**src/rtl/pad_input_conditioner.sv**
```systemverilog
// Pad input conditioner: per-bit synchroniser chain, STABLE/SETTLE debounce FSM,
// registered edge strobes and a saturating counter of cycles with aborted settles.
module pad_input_conditioner #(
    parameter int unsigned WIDTH           = 3,
    parameter int unsigned SYNC_STAGES     = 2,
    parameter int unsigned DEBOUNCE_CYCLES = 4,
    parameter int unsigned GLITCH_W        = 8
) (
    input  logic                clk,
    input  logic                rst,
    input  logic [WIDTH-1:0]    pad_in,
    output logic [WIDTH-1:0]    clean_out,
    output logic [WIDTH-1:0]    rise,
    output logic [WIDTH-1:0]    fall,
    output logic                change_valid,
    output logic [GLITCH_W-1:0] glitch_cnt
);

    localparam int unsigned CNT_W = $clog2(DEBOUNCE_CYCLES + 1);
    localparam logic [CNT_W-1:0] CNT_LAST = CNT_W'(DEBOUNCE_CYCLES - 1);
    localparam logic [GLITCH_W-1:0] GLITCH_MAX = {GLITCH_W{1'b1}};

    typedef enum logic {
        STABLE = 1'b0,
        SETTLE = 1'b1
    } state_e;

    logic [WIDTH-1:0] sync_ff [SYNC_STAGES];
    logic [WIDTH-1:0] sync_q;

    state_e           state_q [WIDTH];
    state_e           state_d [WIDTH];
    logic [CNT_W-1:0] cnt_q   [WIDTH];
    logic [CNT_W-1:0] cnt_d   [WIDTH];
    logic [WIDTH-1:0] abort_c;
    logic [WIDTH-1:0] commit_c;

    // Plain flop chain per bit; nothing between stages
    always_ff @(posedge clk) begin
        if (rst) begin
            for (int k = 0; k < SYNC_STAGES; k++) begin
                sync_ff[k] <= '0;
            end
        end else begin
            sync_ff[0] <= pad_in;
            for (int k = 1; k < SYNC_STAGES; k++) begin
                sync_ff[k] <= sync_ff[k-1];
            end
        end
    end

    assign sync_q = sync_ff[SYNC_STAGES-1];

    // Debounce FSM state and settle counters
    always_ff @(posedge clk) begin
        if (rst) begin
            for (int i = 0; i < WIDTH; i++) begin
                state_q[i] <= STABLE;
                cnt_q[i]   <= '0;
            end
        end else begin
            for (int i = 0; i < WIDTH; i++) begin
                state_q[i] <= state_d[i];
                cnt_q[i]   <= cnt_d[i];
            end
        end
    end

    // Next-state logic; abort and commit are single-cycle decisions per bit
    always_comb begin
        abort_c  = '0;
        commit_c = '0;
        for (int i = 0; i < WIDTH; i++) begin
            state_d[i] = state_q[i];
            cnt_d[i]   = cnt_q[i];
            case (state_q[i])
                STABLE: begin
                    if (sync_q[i] != clean_out[i]) begin
                        state_d[i] = SETTLE;
                        cnt_d[i]   = CNT_W'(1);
                    end else begin
                        cnt_d[i]   = '0;
                    end
                end
                SETTLE: begin
                    if (sync_q[i] == clean_out[i]) begin
                        state_d[i] = STABLE;
                        cnt_d[i]   = '0;
                        abort_c[i] = 1'b1;
                    end else if (cnt_q[i] == CNT_LAST) begin
                        state_d[i]  = STABLE;
                        cnt_d[i]    = '0;
                        commit_c[i] = 1'b1;
                    end else begin
                        cnt_d[i]   = cnt_q[i] + CNT_W'(1);
                    end
                end
                default: begin
                    state_d[i] = STABLE;
                    cnt_d[i]   = '0;
                end
            endcase
        end
    end

    // Registered levels, strobes and the saturating glitch counter
    always_ff @(posedge clk) begin
        if (rst) begin
            clean_out    <= '0;
            rise         <= '0;
            fall         <= '0;
            change_valid <= 1'b0;
            glitch_cnt   <= '0;
        end else begin
            clean_out    <= clean_out ^ commit_c;
            rise         <= commit_c & sync_q;
            fall         <= commit_c & ~sync_q;
            change_valid <= |commit_c;
            if ((|abort_c) && (glitch_cnt != GLITCH_MAX)) begin
                glitch_cnt <= glitch_cnt + GLITCH_W'(1);
            end
        end
    end

endmodule

```
**config.mk**
```make
export PLATFORM = sky130hd
export DESIGN_NAME = pad_input_conditioner
export DESIGN_NICKNAME = d
export VERILOG_FILES = /design/src/rtl/pad_input_conditioner.sv
export SDC_FILE = /design/constraint.sdc
export NUM_CORES = 1
export LEC_CHECK = 0
export ABC_CLOCK_PERIOD_IN_PS = 3270
export BUFFER_PORTS_ARGS = -buffer_cell sky130_fd_sc_hd__buf_2
export CORE_MARGIN = 4
export CORE_UTILIZATION = 52
export DETAILED_ROUTE_END_ITERATION = 8
export GPL_TIMING_DRIVEN = 1
export PLACE_DENSITY = 0.81
export SYNTH_ARGS = -nofsm -noshare
export SYNTH_HDL_FRONTEND = slang
export SYNTH_SLANG_ARGS = --single-unit
```
**constraint.sdc**
```tcl
create_clock -name clk -period 3.27 [get_ports clk]
set_input_delay 0 -clock clk [delete_from_list [all_inputs] [get_ports clk]]
set_output_delay 0 -clock clk [all_outputs]
set_load 0.005 [all_outputs]
```
==> results_dict.tcl <==
set metrics [dict create \
    crit_chain "xnor2_2, nand2_2, a211oi_1, mux2_1" \
    cts_resized 0 \
    place_congestion 0.9453 \
    ant_nets 0 \
    numCtsBuffers 5 \
    grt_usage_pct 16.26 \
    fin_util_pct 62.47 \
    period_share_pct 47.89 \
    dpl_worst_slack_ns 1.710 \
    yosysWarnings 0 \
    clock_sinks 36 \
    core_region_area_um2 2734 \
    htree_levels 2 \
    drv_cap 0 \
    hold_path.class "primary input to flip-flop" \
    grt_pass1_vias 1043 \
    io_pins 23 \
    vias 1096 \
    maxSlewViolCount 0 \
    slowest_delay_ns 0.37 \
    multiInputGateArea_um2 728.2 \
    arrival_ns 1.79 \
    wl_per_cell_um 12.50 \
    grt_max_degree 36 \
    wl_mm 2.538 \
    synthDistinctLibCells 32 \
    nFillCells 228 \
    grt_remaining_overflow 0 \
    cts_hold_buf 3 \
    clock_path_buffers 2 \
    die-area_um2 3761 \
    first_iter_violations 56 \
    drt-pass1-iter-count 4 \
    finClkSkew_ns 0.003497 \
    postSynthCellCount 144 \
    power_density_nw_per_um2 431.1 \
    worst_slack_ns 1.704 \
    cts_root_buf "clkbuf_4" \
    final_cell_mix "36 x dfxtp_1, 22 x buf_2, 13 x nor2b_1, 12 x nor2_1" \
    start_util_pct 54.10 \
    grt_pass1_wl_mm 4.402 \
    dp.final_hpwl_mm 1.894 \
    setup_viol 0 \
    finalHoldViolations 0 \
    num_rows 19 \
    clock.fmax_ghz 0.6386 \
    worst-slew-pin-transition_ns 0.5542 \
    nNetsFinal 184 \
    syn-cell-area_um2 1479 \
    p_total_uw 736.3 \
    ys_ff_latch 36 \
    period_minus_slack_ns 1.566 \
    rsz0062_at_grt "false" \
    ys_seq_area_share_pct 48.73 \
    synth_nets 156 \
    vdd_drop_max_uv 367.5 \
    io_buffers 22 \
    netlist.area_leader.share_pct 48.73 \
    cp-start-kind "flip-flop" \
    grt_antenna_before_repair 0 \
    avgViaCountPerCell 5.399 \
    critPathKind "flip-flop to flip-flop" \
    clk_pin_slew_worst_paths_ns 0.10 \
    yosysTopAreaCell "dfxtp_1" \
    status "complete, no violations" \
    fin_setup_tns_ns 0 \
    cp.required_ns 3.49 \
    drc_errors 0 \
    synth.avg_cell_area_um2 10.27 \
    slowest_stage "dfxtp_1" \
    cp_max_fo 7 \
    final_common_cell "dfxtp_1" \
    seq_area_um2 720.7 \
    p_leak_nw 0.7001 \
    slew_headroom_pct 63.05 \
    clock_latency_ns 0.33 \
    netlist_top_cells_area "dfxtp_1 49%, ha_1 5.9%, nor2b_1 5.5%" \
    die_h_um 61.33 \
    cts_setup_buffers 0 \
    drive_above_1_share_pct 20.93 \
    endpoint_kind "flip-flop" \
    area_growth_syn_to_layout_pct 15.48 \
    dieWidth_um 61.33 \
    diodes 0 \
    cts_tree "done" \
]
==> flip-flops by register name, summed over array words and instances (netlist names) <==
register	flops
glitch_cnt	8
rise	3
sync_ff	6
fall	3
clean_out	3
state_q	3
cnt_q	9
change_valid	1
==> cell families after synthesis <==
kind of cell,after synthesis,share of synthesized area (%)
simple gates,63,24.96
flops,36,48.73
compound gates,19,8.798
buf+inv,8,2.030
mux,8,6.260
fa+ha+maj,7,5.922
xor+xnor,3,3.300
==> final timing paths <==
| kind | from | to | slack [ns] | cells after the start |
|---|---|---|---|---|
| min reg2reg | sync_ff[0][1] | sync_ff[0][4] | 0.45 | 1 |
| min | rst | change_valid | 0.14 | 2 |
| max reg2reg | clean_out[2] | glitch_cnt[4] | 1.70 | 4 |
| max | clean_out[2] | glitch_cnt[4] | 1.70 | 4 |
==> worst max-delay path: cells and delay by family (launching register included) <==
family	cells	cell delay, ns
DFF	1	0.37
xor gates and xnor gates	1	0.32
muxes	1	0.34
and+or+nand+nor	1	0.17
AOI/OAI and AO/OA	1	0.26
==> final cells by class <==
cell class	instances	share of cell area, %
Multi-Input combinational cell	100	42.64
Tap cell	31	2.271
Timing Repair Buffer	25	8.205
Clock buffer	7	3.810
Inverter	4	0.8791
Sequential cell	36	42.20
==> metal layers <==
| metal | share of wire [%] | GRT usage [%] |
|---|---|---|
| met3 | 6.7 | 5.241 |
| met5 | 0 | 0 |
| met4 | 1.6 | 10.00 |
| met2 | 49 | 27.19 |
| met1 | 42 | 17.85 |
==> synthesized netlist by cell type <==
cell	n
a211oi_1	2
a21boi_0	2
a21oi_1	8
a21oi_2	1
a22oi_4	1
and2_1	4
and3_1	1
and4b_1	2
clkbuf_1	4
dfxtp_1	36
ha_1	7
inv_1	4
mux2_1	6
mux2_4	1
mux2i_1	1
nand2_1	8
nand2_2	1
nand2b_1	3
nand3_1	5
nand3b_1	2
nand4_1	1
nor2_1	12
nor2b_1	13
nor3_1	1
nor3b_1	2
nor4_1	1
nor4b_1	5
nor4bb_1	2
o2111ai_1	1
o21ai_0	3
o22ai_1	1
xnor2_2	3
==> where the power goes <==
part	internal, mW	leakage [nW]	total (mW)	switching (mW)
Sequential	0.445	0.292	0.451	0.00626
Clock	0.122	0.0374	0.252	0.130
Combinational	0.0169	0.371	0.0329	0.0160
==> per-stage QoR <==
| step | hold WS, ns | instance area, um^2 | cells |
|---|---|---|---|
| 2_1_floorplan | 0.1282 | 1479 | 144 |
| 3_3_place_gp | 0.2088 | 1613 | 193 |
| 3_5_place_dp | 0.2139 | 1613 | 193 |
| 4_1_cts | 0.1312 | 1708 | 203 |
| 5_1_grt | 0.1706 | 1708 | 203 |
| 6_report | 0.1443 | 1708 | 203 |
Power figures use the tool's default switching activity.
